`src/rtl/fifo_stream_reader.sv`:
```
// Purpose: drains a synchronous FIFO (1-cycle read latency) onto a valid/ready stream via a 2-entry buffer.
// Latency: first word valid 2 cycles after the read request; 1 word/clock sustained when the sink never stalls.
// Backpressure: reads stop once buffered + in-flight words reach 2; the skid entry lets the sink restart with no bubble.
module fifo_stream_reader #(
    parameter int WIDTH       = 8,
    parameter int COUNT_WIDTH = 16
) (
    input  logic                   clk,
    input  logic                   rst_n,
    input  logic                   en,
    input  logic                   fifo_empty,
    input  logic [WIDTH-1:0]       fifo_data,
    output logic                   fifo_r_en,
    output logic                   m_valid,
    output logic [WIDTH-1:0]       m_data,
    input  logic                   m_ready,
    output logic [COUNT_WIDTH-1:0] word_count,
    output logic                   idle
);

    // A FIFO read was accepted at the last edge; its data is on fifo_data this cycle
    logic             inflight;
    // Number of valid buffer entries (0..2); head is always the older one
    logic [1:0]       occ;
    logic [WIDTH-1:0] head_q;
    logic [WIDTH-1:0] skid_q;
    logic             pop;
    // Words committed to the buffer after this edge if no new read is issued
    logic [2:0]       level;

    assign pop       = m_valid & m_ready;
    assign level     = {1'b0, occ} + {2'b00, inflight} - {2'b00, pop};
    // Only issue a read if there is guaranteed room for its data next cycle
    assign fifo_r_en = rst_n & en & ~fifo_empty & (level < 3'd2);
    assign m_valid   = (occ != 2'd0);
    assign m_data    = head_q;
    assign idle      = (occ == 2'd0) & ~inflight;

    // Track the one-cycle FIFO read latency
    always_ff @(posedge clk or negedge rst_n) begin
        if (!rst_n) begin
            inflight <= 1'b0;
        end else begin
            inflight <= fifo_r_en;
        end
    end

    // Buffer update: capture the in-flight word and/or retire the head, preserving order
    always_ff @(posedge clk or negedge rst_n) begin
        if (!rst_n) begin
            occ    <= 2'd0;
            head_q <= '0;
            skid_q <= '0;
        end else if (inflight) begin
            if (occ == 2'd0 || (occ == 2'd1 && pop)) begin
                // Head empty, or head leaving with nothing in skid: data goes straight to head
                head_q <= fifo_data;
                occ    <= 2'd1;
            end else if (occ == 2'd1) begin
                // Head stalled: park the new word behind it
                skid_q <= fifo_data;
                occ    <= 2'd2;
            end else begin
                // Full with a capture: read gating guarantees the head is popping here
                head_q <= skid_q;
                skid_q <= fifo_data;
                occ    <= 2'd2;
            end
        end else if (pop) begin
            if (occ == 2'd2) begin
                head_q <= skid_q;
                occ    <= 2'd1;
            end else begin
                occ    <= 2'd0;
            end
        end
    end

    // Count completed output handshakes, wrapping naturally
    always_ff @(posedge clk or negedge rst_n) begin
        if (!rst_n) begin
            word_count <= '0;
        end else if (pop) begin
            word_count <= word_count + 1'b1;
        end
    end

endmodule

```
`config.mk`:
```
export PLATFORM = sky130hd
export DESIGN_NAME = fifo_stream_reader
export DESIGN_NICKNAME = d
export VERILOG_FILES = /design/src/rtl/fifo_stream_reader.sv
export SDC_FILE = /design/constraint.sdc
export NUM_CORES = 1
export LEC_CHECK = 0
export ABC_AREA = 0
export CORE_UTILIZATION = 65
export CTS_BUF_LIST = sky130_fd_sc_hd__clkbuf_8
export CTS_CLUSTER_SIZE = 24
export DETAILED_ROUTE_END_ITERATION = 6
export DONT_BUFFER_PORTS = 1
export PLACE_DENSITY_LB_ADDON = 0.12
export SETUP_SLACK_MARGIN = 0.3
export SYNTH_ARGS = -nofsm -noshare
export SYNTH_HDL_FRONTEND = slang
export SYNTH_SLANG_ARGS = --single-unit
```
`constraint.sdc`:
```
create_clock -name clk -period 3.1 [get_ports clk]
set_input_delay 0.62 -clock clk [delete_from_list [all_inputs] [get_ports clk]]
set_output_delay 0.62 -clock clk [all_outputs]
set_load 0.005 [all_outputs]
```
-- Yosys cells after proc, flatten, opt, wreduce, memory -nomap -nowiden
Index checks and enable logic that the tools add are counted.
- register bits after elaboration: 35
- bits of input ports: 13
- word-level logic and storage cells: 37
- output and inout bits: 27
- $lt $le $gt $ge: 1
- bitwise operators: 8
- reduce and logical (&&, ||, !) cells: 8
- eq/ne operators: 3
- muxes and demuxes: 9
- add/sub/neg operators: 3
- operators with widths (cell ; count):
    $mux 8 ; 5
    $add 16x1->16 const B ; 1
    $mux 2 ; 3
    $reduce_bool 2->1 ; 3
    $and 1x1->1 ; 5
    $add 2x1->3 ; 1
    $lt 3x2->1 const B ; 1
    $ne 3x2->1 const B ; 1
    $not 1->1 ; 3
    $reduce_and 3->1 ; 1
    $sub 3x1->3 ; 1
    $eq 2x1->1 const B ; 1
    $eq 2x2->1 const B ; 1
    $logic_not 2->1 ; 1
    $reduce_and 2->1 ; 1
    $logic_and 1x1->1 ; 1
    $logic_or 1x1->1 ; 1
    $mux 1 ; 1

-- Logic depth before layout (Yosys ltp)
- depth after elaboration: 6
- depth in mapped cells: 9
- mapped depth without buffers: 7

-- Worst setup path before layout
Ideal clock, no wire load.
- path type: flip-flop to output port
- start: register occ[1]
- end: output port fifo_r_en
- cell stages (with the launch flop): 10
- data arrival time: 2.163 ns
- setup slack: 0.317 ns
- buffers on the path: 2
- required time: 2.480 ns
- cells stage by stage: dfrtp_1 -> buf_6 -> or2_1 -> and2_1 -> buf_2 -> ha_1 -> nand2b_1 -> fa_1 -> nand4b_1 -> nor2_1
- longest elaborated chain between the ends: 5
- elaborated cells between the ends (all ways): 6
- classes of those cells: add/sub: 2; order compare: 1; bitwise: 2; reduce/logical: 1
- RTL lines (element ; line ; RTL):
    start, declared ; 24 ; logic [1:0] occ;
    start signal, assigned ; 51 ; occ <= 2'd0;
    start signal, assigned ; 58 ; occ <= 2'd1;
    start signal, assigned ; 62 ; occ <= 2'd2;
    $reduce_bool 2->1 ; 35 ; assign m_valid = (occ != 2'd0);
    via m_valid ; 14 ; output logic m_valid,
    $and 1x1->1 ; 31 ; assign pop = m_valid & m_ready;
    via pop ; 27 ; logic pop;
    $sub 3x1->3 ; 32 ; assign level = {1'b0, occ} + {2'b00, inflight} - {2'b00, pop};
    $lt 3x2->1 ; 34 ; assign fifo_r_en = rst_n & en & ~fifo_empty & (level < 3'd2);
    $and 1x1->1 ; 34 ;
    end, declared ; 13 ; output logic fifo_r_en,
The timed path passes the listed nets, and every way through them passes these cells.

-- Worst setup path in the final report
- start: register occ[0]
- end: output port fifo_r_en
- longest elaborated chain between the ends: 5
- elaborated cells between the ends (all ways): 6
- classes of those cells: add/sub: 2; order compare: 1; bitwise: 2; reduce/logical: 1
- RTL lines (element ; line):
    $reduce_bool 2->1 ; 35
    via m_valid ; 14
    $and 1x1->1 ; 31
    $sub 3x1->3 ; 32
    $lt 3x2->1 ; 34
    $and 1x1->1 ; 34
The timed path passes the listed nets, and every way through them passes these cells.

==> metrics.txt <==
met3 GRT Util 7.31%; Root Driver clkbuf_8; gpl congestion 0.776; post-synthesis cell type count 31; yosys warns 0; arrival time worst endpoint 2160 ps; TritonCTS clock tree yes; drt first pass iters 4; DRC 0; FP Rows 17; gr busiest metal met2; Die W 52.1 um; Max Freq 359 MHz; CTS max path bufs 2; NumNets Final 159; met1 Use GR 27.5%; via density per instance 5.87; slowest cell on the critical path fa_1; Clk Latency, worst-skew pair 280 ps; number of buffers created by CTS 5; CP peak stage delay 480 ps; Pleak 0.000908 uW; Peak supply drop 0.000583 V; final hold viol count 0; CP Class reg -> out; DRT antenna net count 0; area of the multi-input gates 739 um^2; Initial Util 71.0%; synthesized area 1630 um^2; hold crit path type in -> async; M2 GR Usage 40.2%; Slew @ Worst Pin 622 ps; hold_ws 22.7 ps; Slew HR 58.5%; critical path peak fanout 3; CTS Hold Bufs 0; Via Count 1,010; DR WL/cell 16.2 um; syn_area_per_cell 11.9 um^2; clk slew on worst S/H paths 70 ps; PwrDens 800 nW/um^2; CTS sink cnt 35; status finished clean; H-tree Lvls 2; vias in the first global route 1,074; Clock Skew 3.54 ps; # fillers 132; share of layout cells above drive strength 1 21.5%; register cell area after layout 877 um^2; area grow syn2layout 11.7%; Die Y 52.1 um; max-cap violations 0; placed cell area 1650 um^2; I/O pin count 40; core box area 2300 um^2; antenna cells 0; DP Wirelength 1830 um; post-route clock period utilization 89.8%; RSZ-0062 raised after global routing true; Tmin final 2780 ps; global route overflow 0; Cell Chain, Critical Path or2_4, and2_4, ha_4, nand2b_4, fa_1, nand4b_1, nor2_2; largest net degree at the start of global routing 37; Die ar. 2710 um^2; Total GRT Usage 24.2%; synthesized net count 153; flop and latch count out of synthesis 35; crit end category output port; Routed WL 2790 um; initial antenna violation count 0; final instance area 1820 um^2; final setup vio count 0; port buffer count 0; post-synthesis cell count 137; Fin Setup TNS 0 ps; CP Launch Type flop; post-synthesis sequential area ratio 53.7%; first-pass GRT wire length 4550 um; Slew Limit Fails 0; Critical Path RT 2480 ps; initial DRC count 17
[what timing repair did]
action                     4_1_cts  5_1_grt
pin swaps                        5        3
setup endpoints to repair        1        1
buffers inserted                 2        0
resized for setup                7        0
[critical path: cells and delay by family, from the launching register on]
family / cells / cell delay, ps
adders and majority gates: 2 / 680
DFF: 1 / 410
and+or+nand+nor: 5 / 780
[stage by stage]
stage | cells | utilization, % | setup slack [ps] | power (uW)
floorplan | 137 | - | 317 | 906
global placement | 162 | 71.6 | 349 | 941
detailed placement | 162 | 71.6 | 298 | 965
CTS | 172 | 79.3 | 309 | 1470
global route | 172 | 79.3 | 248 | 1540
finish | 172 | 79.3 | 316 | 1460
[synth_stat cells]
cell type / count / area share, %
nand4b_1: 1 / 0.54
xnor2_1: 9 / 4.8
nand2_2: 2 / 0.77
nand4_1: 6 / 2.3
fa_1: 1 / 1.2
and3_1: 2 / 0.77
nand2_1: 7 / 1.6
o211ai_4: 1 / 1.3
mux2_2: 8 / 5.5
and2_1: 2 / 0.77
o221ai_1: 1 / 0.54
dfrtp_1: 35 / 54
inv_1: 4 / 0.92
buf_6: 1 / 0.69
nor3_1: 1 / 0.31
mux2_4: 1 / 0.92
ha_1: 2 / 1.5
nor2_1: 13 / 3.0
nor3_4: 1 / 1.0
nand2b_1: 2 / 0.77
o21ai_0: 2 / 0.61
nor2b_1: 1 / 0.38
nor4_4: 1 / 1.3
xor2_1: 7 / 3.8
or2_1: 2 / 0.77
o21ai_2: 1 / 0.54
a21oi_1: 9 / 2.8
buf_4: 1 / 0.46
buf_2: 2 / 0.61
nand3_1: 3 / 0.92
mux2i_1: 8 / 4.9
[routing by layer]
metal | vias to the layer above | part of all wire (%)
li1 | 481 | -
met1 | 491 | 42
met2 | 30 | 51
met3 | 8 | 5.8
met4 | 0 | 2.1
met5 | - | 0
[logic make-up after synthesis]
family,after synthesis,share of synthesized area [%]
buf+inv,8,2.68
xor+xnor,16,8.59
flops,35,53.7
simple gates,44,15.2
compound gates,14,5.75
fa+ha+maj,3,2.76
mux,17,11.3
[path summary, 6_finish.rpt]
path / from / endpoint / slack, ps / cells past startpoint
setup / recovery: occ[0] / fifo_r_en / 320 / 7
hold / removal: rst_n / word_count[8] / 20 / 0
setup reg to reg: occ[0] / inflight / 1140 / 7
hold reg to reg: word_count[15] / word_count[15] / 490 / 1
max in group asynchronous: rst_n / occ[0] / 2990 / 0
min in group clk: m_ready / occ[1] / 440 / 1
[where the power goes]
group | internal [uW] | switching [uW] | total [uW]
Clock | 318 | 157 | 475
Combinational | 150 | 131 | 280
Sequential | 584 | 118 | 702
[area by class of cell]
class | instances | share of cell area (%)
sequential | 35 | 48.1
clock buffer | 5 | 3.78
multi-input combinational | 94 | 40.6
tap | 28 | 1.92
timing repair buffer | 3 | 1.24
inverter | 4 | 0.824
clock inverter | 3 | 3.50
[sequential cells by signal (all words and copies together) (netlist names)]
name	cells
inflight	1
m_data	8
occ	2
skid_q	8
word_count	16
[cell usage in the layout (no fill, tap or decap), types with 2 or more instances in the layout]
master     instances
xnor2_1            9
dfrtp_1           34
buf_4              3
inv_1              5
nand4_1            6
mux2_2             8
nor2_1            12
bufinv_16          2
o21ai_0            2
a21oi_1            9
clkbuf_8           5
mux2i_1            8
nand2_2            2
and3_1             2
nand2_1            7
xor2_1             7
nand3_1            3
Note: power is estimated with default switching activity, not from simulation.
